==> src/rtl/fetch_pkg.sv <==
// Shared types and field widths for the instruction fetch stage.
package fetch_pkg;

  typedef enum logic [1:0] {
    IDLE = 2'd0,
    WAIT = 2'd1,
    DONE = 2'd2
  } fetch_state_t;

  localparam int unsigned OP_W       = 7;
  localparam int unsigned FUNC_W     = 3;
  localparam int unsigned INST_W_DEF = 18;
  localparam int unsigned PC_W_DEF   = 12;

endpackage

==> src/rtl/fetch_watchdog.sv <==
// Clearable saturating counter of un-acked bus cycles; flags the last allowed cycle.
module fetch_watchdog #(
  parameter int unsigned TIMEOUT = 16
) (
  input  logic clk,
  input  logic rst,
  input  logic clr,
  input  logic inc,
  output logic expired
);

  localparam int unsigned CNT_W = $clog2(TIMEOUT + 1);

  logic [CNT_W-1:0] count;

  // High while the current cycle would be the TIMEOUT-th one without an ack.
  assign expired = (count == CNT_W'(TIMEOUT - 1));

  always_ff @(posedge clk or posedge rst) begin
    if (rst) begin
      count <= '0;
    end else if (clr) begin
      count <= '0;
    end else if (inc && (count != CNT_W'(TIMEOUT))) begin
      count <= count + CNT_W'(1);
    end
  end

endmodule

==> src/rtl/inst_fetch_unit.sv <==
// Instruction fetch: Wishbone-classic read at the requested PC, latched into the IR.
module inst_fetch_unit
  import fetch_pkg::*;
#(
  parameter int unsigned INST_W  = INST_W_DEF,
  parameter int unsigned PC_W    = PC_W_DEF,
  parameter int unsigned TIMEOUT = 16
) (
  input  logic              clk,
  input  logic              rst,
  input  logic              cu_stb_i,
  input  logic              cu_cyc_i,
  input  logic [PC_W-1:0]   pc_i,
  input  logic              flush_i,
  input  logic              err_clr_i,
  output logic [PC_W-1:0]   iwb_adr_o,
  output logic              iwb_cyc_o,
  output logic              iwb_stb_o,
  input  logic [INST_W-1:0] iwb_dat_i,
  input  logic              iwb_ack_i,
  output logic              inst_ack_o,
  output logic [INST_W-1:0] inst_o,
  output logic [OP_W-1:0]   op_o,
  output logic [FUNC_W-1:0] func_o,
  output logic              busy_o,
  output logic              timeout_err_o
);

  fetch_state_t state, state_nxt;

  logic req;
  logic accept;
  logic load;
  logic tmo;
  logic wd_inc;
  logic wd_expired;

  assign req = cu_stb_i & cu_cyc_i;

  fetch_watchdog #(
    .TIMEOUT(TIMEOUT)
  ) u_watchdog (
    .clk     (clk),
    .rst     (rst),
    .clr     (accept),
    .inc     (wd_inc),
    .expired (wd_expired)
  );

  always_ff @(posedge clk or posedge rst) begin
    if (rst) begin
      state <= IDLE;
    end else begin
      state <= state_nxt;
    end
  end

  // WAIT priority: flush, then ack, then watchdog abort.
  always_comb begin
    state_nxt = state;
    accept    = 1'b0;
    load      = 1'b0;
    tmo       = 1'b0;
    wd_inc    = 1'b0;
    case (state)
      IDLE: begin
        if (req && !flush_i) begin
          accept    = 1'b1;
          state_nxt = WAIT;
        end
      end
      WAIT: begin
        if (flush_i) begin
          state_nxt = IDLE;
        end else if (iwb_ack_i) begin
          load      = 1'b1;
          state_nxt = DONE;
        end else begin
          wd_inc = 1'b1;
          if (wd_expired) begin
            tmo       = 1'b1;
            state_nxt = IDLE;
          end
        end
      end
      DONE:    state_nxt = IDLE;
      default: state_nxt = IDLE;
    endcase
  end

  // Bus strobes and the ack pulse are registered copies of the next state.
  always_ff @(posedge clk or posedge rst) begin
    if (rst) begin
      iwb_cyc_o  <= 1'b0;
      iwb_stb_o  <= 1'b0;
      inst_ack_o <= 1'b0;
    end else begin
      iwb_cyc_o  <= (state_nxt == WAIT);
      iwb_stb_o  <= (state_nxt == WAIT);
      inst_ack_o <= (state_nxt == DONE);
    end
  end

  always_ff @(posedge clk or posedge rst) begin
    if (rst) begin
      iwb_adr_o <= '0;
    end else if (accept) begin
      iwb_adr_o <= pc_i;
    end
  end

  always_ff @(posedge clk or posedge rst) begin
    if (rst) begin
      inst_o <= '0;
    end else if (load) begin
      inst_o <= iwb_dat_i;
    end
  end

  always_ff @(posedge clk or posedge rst) begin
    if (rst) begin
      timeout_err_o <= 1'b0;
    end else if (tmo) begin
      timeout_err_o <= 1'b1;
    end else if (err_clr_i) begin
      timeout_err_o <= 1'b0;
    end
  end

  assign op_o   = inst_o[INST_W-1 -: OP_W];
  assign func_o = inst_o[FUNC_W-1:0];
  assign busy_o = (state == WAIT);

endmodule

==> config.mk <==
export PLATFORM = sky130hd
export DESIGN_NAME = inst_fetch_unit
export DESIGN_NICKNAME = d
export VERILOG_FILES = /design/src/rtl/fetch_pkg.sv /design/src/rtl/fetch_watchdog.sv /design/src/rtl/inst_fetch_unit.sv
export SDC_FILE = /design/constraint.sdc
export NUM_CORES = 1
export LEC_CHECK = 0
export BUFFER_PORTS_ARGS = -buffer_cell sky130_fd_sc_hd__buf_4
export CAP_MARGIN = 20
export CORE_ASPECT_RATIO = 0.7
export CORE_MARGIN = 1.5
export CORE_UTILIZATION = 46
export DETAILED_ROUTE_END_ITERATION = 12
export GPL_ROUTABILITY_DRIVEN = 0
export HOLD_SLACK_MARGIN = 0.12
export PLACE_DENSITY = 0.79
export SYNTH_ARGS = -nofsm -noshare
export SYNTH_HDL_FRONTEND = slang
export SYNTH_SLANG_ARGS = --single-unit
==> constraint.sdc <==
create_clock -name clk -period 1.8 [get_ports clk]
set_input_delay 0.27 -clock clk [delete_from_list [all_inputs] [get_ports clk]]
set_output_delay 0.27 -clock clk [all_outputs]
set_load 0.05 [all_outputs]
==> results.cfg, run 1 <==
[outcome]
status = finished clean

[synth]
synth-simple-area-share_pct = 7.03
ys_warn_count = 0
synth_top_area_share_pct = 58.0
ys_seq_area_share_pct = 58.0
yosysUniqueCellTypes = 26
yosys.area_share.adder_pct = 2.18
synthCells = 120
synth_compound_area_share_pct = 3.05
yosys.area.top_type = dfrtp_1
netlist_top_cells_area = dfrtp_1, mux2_2, buf_4
synth-xor-area-share_pct = 0.508
synth_top_family_by_area = multiplexers
synth.avg_cell_area_um2 = 14.4
syn-num-nets = 160
netlist_area_mm2 = 0.00173
postSynthRegisterBits = 40
synth_mux_area_share_pct = 20.4

[run]
maxCapViolations = 0

[critical_path]
crit_start = state[1]$_DFF_PP0_
rr_worst_depth = 4
path_class = reg2reg
startpoint_type = register
path_max_fanout = 7
r2r_start = state[1]$_DFF_PP0_
worst_setup_path_end_kind = register
worstPathRequired_ps = 1970
timing.reg2reg.setup_slack_ps = 190
endpoint = u_watchdog.count[0]$_DFFE_PP0P_
r2r_end = u_watchdog.count[0]$_DFFE_PP0P_
crit_arrival_ps = 1780

[clock_network]
cts_resized = 0
cts_tree = done
path_clk_slew_ps = 70
cts.path.max_buffers = 2
htree_num_levels = 2
clock_latency_ps = 280
root_buffer = clkbuf_8
cts_sinks = 40
cts_buffers = 5

[final_layout]
num_antenna_cells = 0
area_growth_pct = 41.6
layout.nets = 236
final_core_util_pct = 68.6
drive_above_1_share_pct = 65.5

[hold_path]
hp-class = in2reg

[sta]
finalMaxSlewViolations = 0
fin_worst_skew_ps = 4.94
timing.final.hold_violations = 0
tns_ps = 0
tightest_slew_ps = 476
rsz0062_at_grt = no
final-setup-viol-count = 0
slew_headroom_pct = 68.3
fin_crit_sh_pct = 89.4
fmax_ghz = 0.621
fin_crit_ps = 1610

[pwr]
power_frac_comb_pct = 45.1
p_int_mw = 2.10
total_power_mw = 3.63
seqPwrFrac_pct = 33.5
p_per_area_mw_per_mm2 = 1490
power.share.switching_pct = 42.0
clkPwrFrac_pct = 21.4
p_leak_nw = 1.22
p_sw_mw = 1.53
vdd.ir_drop.worst_mv = 0.955

[detailed_routing]
detail-route-antenna-nets = 0
firstDrtPassIters = 4
vias_per_cell = 4.78
wire_per_inst_um = 14.5
wl_mm = 3.59
drtIter0Drc = 55
via_count = 1180
drc = 0

[placement]
portBuffers = 81
dp_hpwl_mm = 2.80

[global_routing]
first_global_vias = 1189
grt-ovfl-total = 0
grt_use_total_pct = 18.7
grt_first_pass_wirelength_mm = 5.82
antenna_found_initial = 0
grt_max_degree = 41

[floorplanning]
die_h_um = 54.2
initial_core_util_pct = 48.5
io_pins = 82
row_count = 18
coreArea_mm2 = 0.00356
fp.dieArea_mm2 = 0.00413
fp.dieW_um = 76.2
-- metal layers --
metal	GRT usage, %	part of all wire (%)
met5	0	0
met1	23.9	43
met3	5.17	4.2
met4	7.72	1.5
met2	31.3	52
-- worst max-delay path: stages, from the launching register on --
cell and delay (ps):
dfrtp_1 420, or4b_4 610, nor2_8 150, nor2_2 50
mux2_4 250
-- metrics by stage --
| step | hold WS [ps] | instances | cell area, um^2 | setup slack, ps |
|---|---|---|---|---|
| floorplan | 369 | 120 | 1730 | 239 |
| global placement | 413 | 238 | 2310 | 250 |
| detailed placement | 430 | 238 | 2310 | 209 |
| CTS | 163 | 247 | 2440 | 195 |
| global route | 163 | 247 | 2440 | 146 |
| finish | 170 | 247 | 2440 | 191 |
-- cells by family (layout without fill, tap and decap cells) --
family | after synthesis | count (layout)
AO/OA/AOI/OAI | 7 | 7
XOR/XNOR | 1 | 1
adder cells (fa/ha/maj) | 3 | 3
buffers and inverters | 23 | 100
flip-flops | 40 | 40
multiplexers | 31 | 31
AND/OR/NAND/NOR | 15 | 15
-- repair_timing --
| action | CTS | global route |
|---|---|---|
| setup buffers | 0 | 0 |
| hold buffers | 1 | 0 |
| setup endpoints to repair | 0 | 0 |
| hold endpoints to repair | 32 | 0 |
-- synth_stat cells, drive strengths merged --
library cell	instances
a21o	1
a22o	1
a31o	1
and2b	1
and3	3
and4b	1
and4bb	1
buf	16
dfrtp	40
ha	3
inv	7
mux2	31
nand2	1
nand3	1
nand4b	1
nor2	3
nor3	2
o22ai	2
o31ai	2
or4b	1
xor2	1
-- final cells by class --
type	count	area (um^2)
fill	263	1120
multi-input combinational	57	573
clock inverter	1	30.0
tap	50	62.6
inverter	7	26.3
sequential	40	1000
timing repair buffer	85	653
clock buffer	7	96.3
-- cells in the final DEF (no fill, tap or decap), types with 2 or more instances in the layout --
cell,netlist,final
and3_1,3,3
buf_4,13,83
dfrtp_1,40,40
inv_1,7,7
mux2_2,30,30
clkbuf_8,0,7
o31ai_1,2,2
o22ai_1,2,2
ha_1,3,3
nor3_1,2,2
-- sequential cells by signal, summed over array words and instances (netlist names) --
signal	count
u_watchdog.count	5
state	2
inst_o	18
iwb_adr_o	12
iwb_stb_o	1
timeout_err_o	1
inst_ack_o	1
-- power by group through the flow --
stage          clock network (mW)  registers (mW)  logic [mW]
2_1_floorplan                   0            1.86       0.564
3_3_place_gp                    0            1.22        1.62
3_5_place_dp                    0            1.23        1.65
4_1_cts                     0.793            1.22        1.65
5_1_grt                     0.845            1.24        1.69
6_report                    0.776            1.22        1.64
-- how the worst min path moves through the flow --
| stage | from | end | slack [ps] | depth (start not counted) |
|---|---|---|---|---|
| 3_5_place_dp | rst | inst_o[6]$_DFFE_PP0P_ | 430 | 3 |
| 3_3_place_gp | rst | inst_o[6]$_DFFE_PP0P_ | 410 | 3 |
| 6_report | err_clr_i | timeout_err_o$_DFFE_PP0P_ | 170 | 2 |
| 4_1_cts | err_clr_i | timeout_err_o$_DFFE_PP0P_ | 160 | 2 |
| 2_1_floorplan | err_clr_i | timeout_err_o$_DFFE_PP0P_ | 370 | 1 |
| 5_1_grt | err_clr_i | timeout_err_o$_DFFE_PP0P_ | 160 | 2 |
Note: power is estimated with default switching activity, not from simulation.
==> run 2, diff against run 1 <==
==> constraint.sdc (replaced) <==
create_clock -name clk -period 1.8 [get_ports clk]
set_input_delay 0 -clock clk [delete_from_list [all_inputs] [get_ports clk]]
set_output_delay 0 -clock clk [all_outputs]
set_load 0.05 [all_outputs]
==> run 2 against run 1 <==
Against the previous run: clock power decreased by 1%; die area stayed put; sequential share of layout area decreased by 4.9 points; combinational power up 3%; sequential power about the same; routed wire length is 19% higher; critical path depth stayed put; sequential cell count unchanged; critical endpoint is now iwb_adr_o[8]$_DFFE_PP0P_; largest cell class unchanged; highest routed layer unchanged.
==> results.cfg, run 2 (synthesized netlist as in run 1, its figures left out) <==
[sta]
timing.final.hold_violations = 0
tightest_slew_ps = 487
final-setup-viol-count = 0
fin_worst_skew_ps = 6.32
finalMaxSlewViolations = 0
fin_crit_ps = 1650
tns_ps = 0
fin_crit_sh_pct = 91.4
rsz0062_at_grt = no
slew_headroom_pct = 67.6
fmax_ghz = 0.608

[clock_network]
cts_resized = 0
root_buffer = clkbuf_8
cts_buffers = 5
cts_sinks = 40
clock_latency_ps = 290
post_cts_buffers = 0
cts_tree = done
path_clk_slew_ps = 80
cts.path.max_buffers = 2
htree_num_levels = 2

[detailed_routing]
detail-route-antenna-nets = 0
drc = 0
drtIter0Drc = 96
wire_per_inst_um = 15.2
wl_mm = 4.27
vias_per_cell = 4.79
firstDrtPassIters = 4
via_count = 1346

[placement]
dpl_cell_area_mm2 = 0.00231
dp_hpwl_mm = 2.60
place_inst = 238
portBuffers = 81

[critical_path]
worst_setup_path_end_kind = register
r2r_end = iwb_adr_o[8]$_DFFE_PP0P_
slowest_delay_ps = 440
r2r_start = state[1]$_DFF_PP0_
crit_buf_inv = 1
timing.reg2reg.setup_slack_ps = 150
crit_arrival_ps = 1820
worstPathRequired_ps = 1980
crit_chain = nor2_1 -> and4b_1 -> buf_4 -> mux2_2
startpoint_type = register
critPathTopFamily = simple AND/OR/NAND/NOR gates
path_max_fanout = 15
rr_worst_depth = 4
crit_slowest_cell = dfrtp_1
path_class = reg2reg

[floorplanning]
io_pins = 82
initial_core_util_pct = 48.5
fp.dieW_um = 76.2
fp.dieArea_mm2 = 0.00413
coreArea_mm2 = 0.00356
die_h_um = 54.2
row_count = 18

[final_layout]
fillCellCount = 217
largest_reg_flops = 18
final_area_mm2 = 0.00278
area_growth_pct = 61.0
num_antenna_cells = 0
reg_top3 = inst_o (18), iwb_adr_o (12), u_watchdog.count (5)
drive_above_1_share_pct = 55.8
layout_commonest_cell = buf_4
layout.nets = 270
final_core_util_pct = 78.1
layout_common_cells = buf_4, dfrtp_1, dlygate4sd3_1
instances_no_fill = 281
largest_register = inst_o

[pwr]
p_leak_nw = 1.36
power_frac_comb_pct = 46.0
seqPwrFrac_pct = 33.1
clkPwrFrac_pct = 20.8
power.share.switching_pct = 42.6
p_int_mw = 2.11
p_per_area_mw_per_mm2 = 1330
p_sw_mw = 1.57
total_power_mw = 3.68
vdd.ir_drop.worst_mv = 0.904

[outcome]
status = finished clean

[global_routing]
grt_use_total_pct = 21.9
grt_first_pass_wirelength_mm = 6.69
antenna_found_initial = 0
first_global_vias = 1362
grt_max_degree = 41
grt-ovfl-total = 0

[run]
maxCapViolations = 0

[hold_path]
hold_start = cu_cyc_i
hold_end = u_watchdog.count[3]$_DFFE_PP0P_
hp-class = in2reg
hold_depth = 4
[run 2: cell count changes in the layout (fill, tap and decap cells not counted), sizes merged]
cell	previous run	this run
clkbuf	7	6
dlygate4sd3	1	35
clkinv	0	1
[run 2: layer usage]
metal,global-route usage (%),vias to the layer above,wire length (um)
li1,-,624,-
met1,27.5,679,1800
met2,39.0,37,2290
met3,5.33,6,134
met4,6.48,0,39
met5,0,-,0
[run 2: stage by stage]
step | hold WS, ps | worst slack, ps
2_1_floorplan | 98.8 | 239
3_3_place_gp | 144 | 254
3_5_place_dp | 155 | 210
4_1_cts | 338 | 196
5_1_grt | 376 | 96.0
6_report | 352 | 155
[run 2: area by class of cell]
class	instances	area, um^2	share of cell area (%)
multi-input cells	57	573	20.6
flip-flops and latches	40	1000	36.0
inverters	7	26.3	0.946
well taps	50	62.6	2.25
repair buffers	119	993	35.8
clock buffers	6	82.6	2.97
clock inverters	2	38.8	1.40
[run 2: power by group through the flow]
stage | logic, mW | registers [mW] | clock network, mW
final | 1.69 | 1.22 | 0.767
after CTS | 1.70 | 1.22 | 0.780
after global placement | 1.62 | 1.22 | 0
after global routing | 1.75 | 1.24 | 0.831
after floorplan | 0.564 | 1.86 | 0
after detailed placement | 1.64 | 1.23 | 0
[run 2: worst reg2reg max path, cell delays in order, from the launching register on]
cell and delay [ps]:
dfrtp_1 440, nor2_1 250, and4b_1 250, buf_4 230
mux2_2 370
[run 2: worst max path at each step]
stage                       startpoint                         endpoint  slack (ps)  depth (start not counted)
finish              state[1]$_DFF_PP0_         iwb_adr_o[8]$_DFFE_PP0P_         150                          4
floorplan           state[1]$_DFF_PP0_  u_watchdog.count[0]$_DFFE_PP0P_         240                          5
global route        state[1]$_DFF_PP0_         iwb_adr_o[3]$_DFFE_PP0P_         100                          4
detailed placement  state[1]$_DFF_PP0_  u_watchdog.count[0]$_DFFE_PP0P_         210                          4
global placement    state[1]$_DFF_PP0_  u_watchdog.count[0]$_DFFE_PP0P_         250                          4
CTS                 state[1]$_DFF_PP0_  u_watchdog.count[0]$_DFFE_PP0P_         200                          4
[run 2: what timing repair did]
item / 4_1_cts / 5_1_grt
endpoints found under the hold margin: 75 / 0
hold buffers: 35 / 0
setup endpoints to repair: 0 / 0
==> run 3, diff against run 2 <==
--- a/config.mk
+++ b/config.mk
@@ -16,4 +16,5 @@
 export PLACE_DENSITY = 0.79
 export SYNTH_ARGS = -nofsm -noshare
 export SYNTH_HDL_FRONTEND = slang
+export SYNTH_HIERARCHICAL = 1
 export SYNTH_SLANG_ARGS = --single-unit
==> run 3 against run 2 <==
Against the previous run: synthesized area up 3.6%; sequential cell count is the same; worst setup slack gained 62 ps; global-route usage fell by 2.8 points; critical path type unchanged; synthesized cell count rose by 1.7%; maximum frequency increased by 3.9%; critical path depth is 1 lower; non-clock buffer count up 1; die area is 3.5% higher; register-to-register slack improved by 60 ps; sequential share of layout area shrank 0.93 points.
==> results.cfg, run 3 <==
[final_layout]
drive_above_1_share_pct = 54.2
largest_reg_flops = 18
fillCellCount = 218
layout_commonest_cell = buf_4
regArea_mm2 = 0.00100
largest_register = inst_o
area_growth_pct = 59.5
layout_common_cells = buf_4, dfrtp_1, dlygate4sd3_1
reg_top3 = inst_o (18), iwb_adr_o (12), u_watchdog/count (5)
layout.nets = 275
multiInputGateArea_um2 = 657
num_antenna_cells = 0
instances_no_fill = 286

[sta]
tightest_slew_ps = 316
rsz0062_at_grt = no
fin_crit_sh_pct = 88.0
fmax_ghz = 0.632
finalMaxSlewViolations = 0
finalWorstSetupSlack_ps = 217
timing.final.hold_violations = 0
final-setup-viol-count = 0
tns_ps = 0
slew_headroom_pct = 78.9
fin_crit_ps = 1580
fin_worst_skew_ps = 4.74

[floorplanning]
io_pins = 82
coreArea_mm2 = 0.00363
row_count = 18
initial_core_util_pct = 49.3
fp.dieArea_mm2 = 0.00428
fp.dieW_um = 77.5
die_h_um = 55.2

[critical_path]
worstPathRequired_ps = 1960
path_class = reg2reg
crit_slowest_cell = dfrtp_1
worst_setup_path_end_kind = register
slowest_delay_ps = 490
startpoint_type = register
crit_chain = nor4b_2 -> o41a_1 -> mux2_4
path_max_fanout = 6
crit_arrival_ps = 1750

[detailed_routing]
wl_mm = 3.90
wire_per_inst_um = 13.6
via_count = 1334
firstDrtPassIters = 4
drc = 0
detail-route-antenna-nets = 0
drtIter0Drc = 43
vias_per_cell = 4.66

[synth]
yosys.area_share.adder_pct = 2.10
syn-num-nets = 162
post-synth-top-count-cell = dfrtp_1
postSynthRegisterBits = 40
synth-async-reset-ratio_pct = 100
ys_warn_count = 6
synth_top_family_by_area = multiplexers
yosys.area.top_type = dfrtp_1
synth_commonest_cells = dfrtp_1, mux2_4, mux2_2
netlist_area_mm2 = 0.00179
synth_mux_area_share_pct = 23.7
synth-edff-count = 0
netlist_top_cells_area = dfrtp_1, mux2_4, mux2_2
synth.avg_cell_area_um2 = 14.7
synth_top_area_share_pct = 56.0
synthCells = 122
synth_compound_area_share_pct = 3.08
yosysUniqueCellTypes = 25
ys.flop_type = dfrtp_1
ys_seq_area_share_pct = 56.0
synth-xor-area-share_pct = 0.490
synth-simple-area-share_pct = 6.23

[pwr]
vdd.ir_drop.worst_mv = 0.904
p_leak_nw = 1.41
p_per_area_mw_per_mm2 = 1270

[clock_network]
root_buffer = clkbuf_8
cts_tree = done
post_cts_buffers = 0
clock_latency_ps = 280
cts_buffers = 5
path_clk_slew_ps = 70
cts_sinks = 40
htree_num_levels = 2
cts.path.max_buffers = 2

[global_routing]
first_global_vias = 1285
grt-ovfl-total = 0
antenna_found_initial = 0
grt_first_pass_wirelength_mm = 5.94
grt_use_total_pct = 19.1
grt_max_degree = 23

[hold_path]
hp-class = in2reg

[placement]
portBuffers = 81
place_inst = 244
dp_hpwl_mm = 2.68
pre_cts_slack_ps = 230

[run]
maxCapViolations = 0

[outcome]
status = finished clean
## run 3: final timing paths
path | slack, ps | cells past startpoint | endpoint | start
max | 220 | 3 | u_watchdog/count[0]$_DFFE_PP0P_ | state[1]$_DFF_PP0_
min | 180 | 5 | timeout_err_o$_DFFE_PP0P_ | iwb_ack_i
max reg2reg | 220 | 3 | u_watchdog/count[0]$_DFFE_PP0P_ | state[1]$_DFF_PP0_
min reg2reg | 510 | 1 | iwb_adr_o[5]$_DFFE_PP0P_ | iwb_adr_o[5]$_DFFE_PP0P_
max in group asynchronous | 1230 | 4 | inst_o[17]$_DFFE_PP0P_ | rst
min in group asynchronous | 190 | 3 | u_watchdog/count[2]$_DFFE_PP0P_ | rst
## run 3: area by class of cell
cell class	count	area share (%)
inverter	8	1.05
sequential	40	35.1
timing repair buffer	120	35.5
multi-input combinational	60	23.0
tap	50	2.19
clock buffer	8	3.16
## run 3: report_power, final
group | total (mW) | leakage, nW | internal, mW | switching (mW)
Sequential | 1.24 | 0.499 | 1.10 | 0.139
Combinational | 1.80 | 0.864 | 0.647 | 1.15
Clock | 0.597 | 0.0455 | 0.313 | 0.284
## run 3: cell families (layout without fill, tap and decap cells)
kind of cell,count (synthesis),after routing
mux,32,32
compound gates,7,7
buf+inv,22,136
flops,40,40
xor+xnor,1,1
fa+ha+maj,3,3
simple gates,17,17
## run 3: timing repair
| item | 4_1_cts | 5_1_grt |
|---|---|---|
| endpoints found under the hold margin | 73 | 0 |
| resized for setup | 0 | 0 |
| hold buffers | 34 | 0 |
## run 3: critical path: cells and delay by family, from the launching register on
| family | cells | cell delay, ps |
|---|---|---|
| simple gates | 1 | 330 |
| mux | 1 | 330 |
| flops | 1 | 490 |
| compound gates | 1 | 320 |
## run 3: per-stage QoR
step | total power, mW | utilization, % | instance area [um^2] | hold WS (ps)
floorplan | 2.53 | - | 1790 | -221
finish | 3.63 | 78.6 | 2850 | 183
global placement | 2.96 | 66.8 | 2420 | -79.4
global route | 3.78 | 78.6 | 2850 | 191
detailed placement | 3.00 | 66.8 | 2420 | -65.3
CTS | 3.66 | 78.6 | 2850 | 175
## run 3: metal layers
layer,wire (um),vias up,GRT usage (%)
met5,0,-,0
met4,68,0,10.0
met3,329,10,6.56
met2,1870,70,32.5
met1,1640,622,22.3
li1,-,632,-
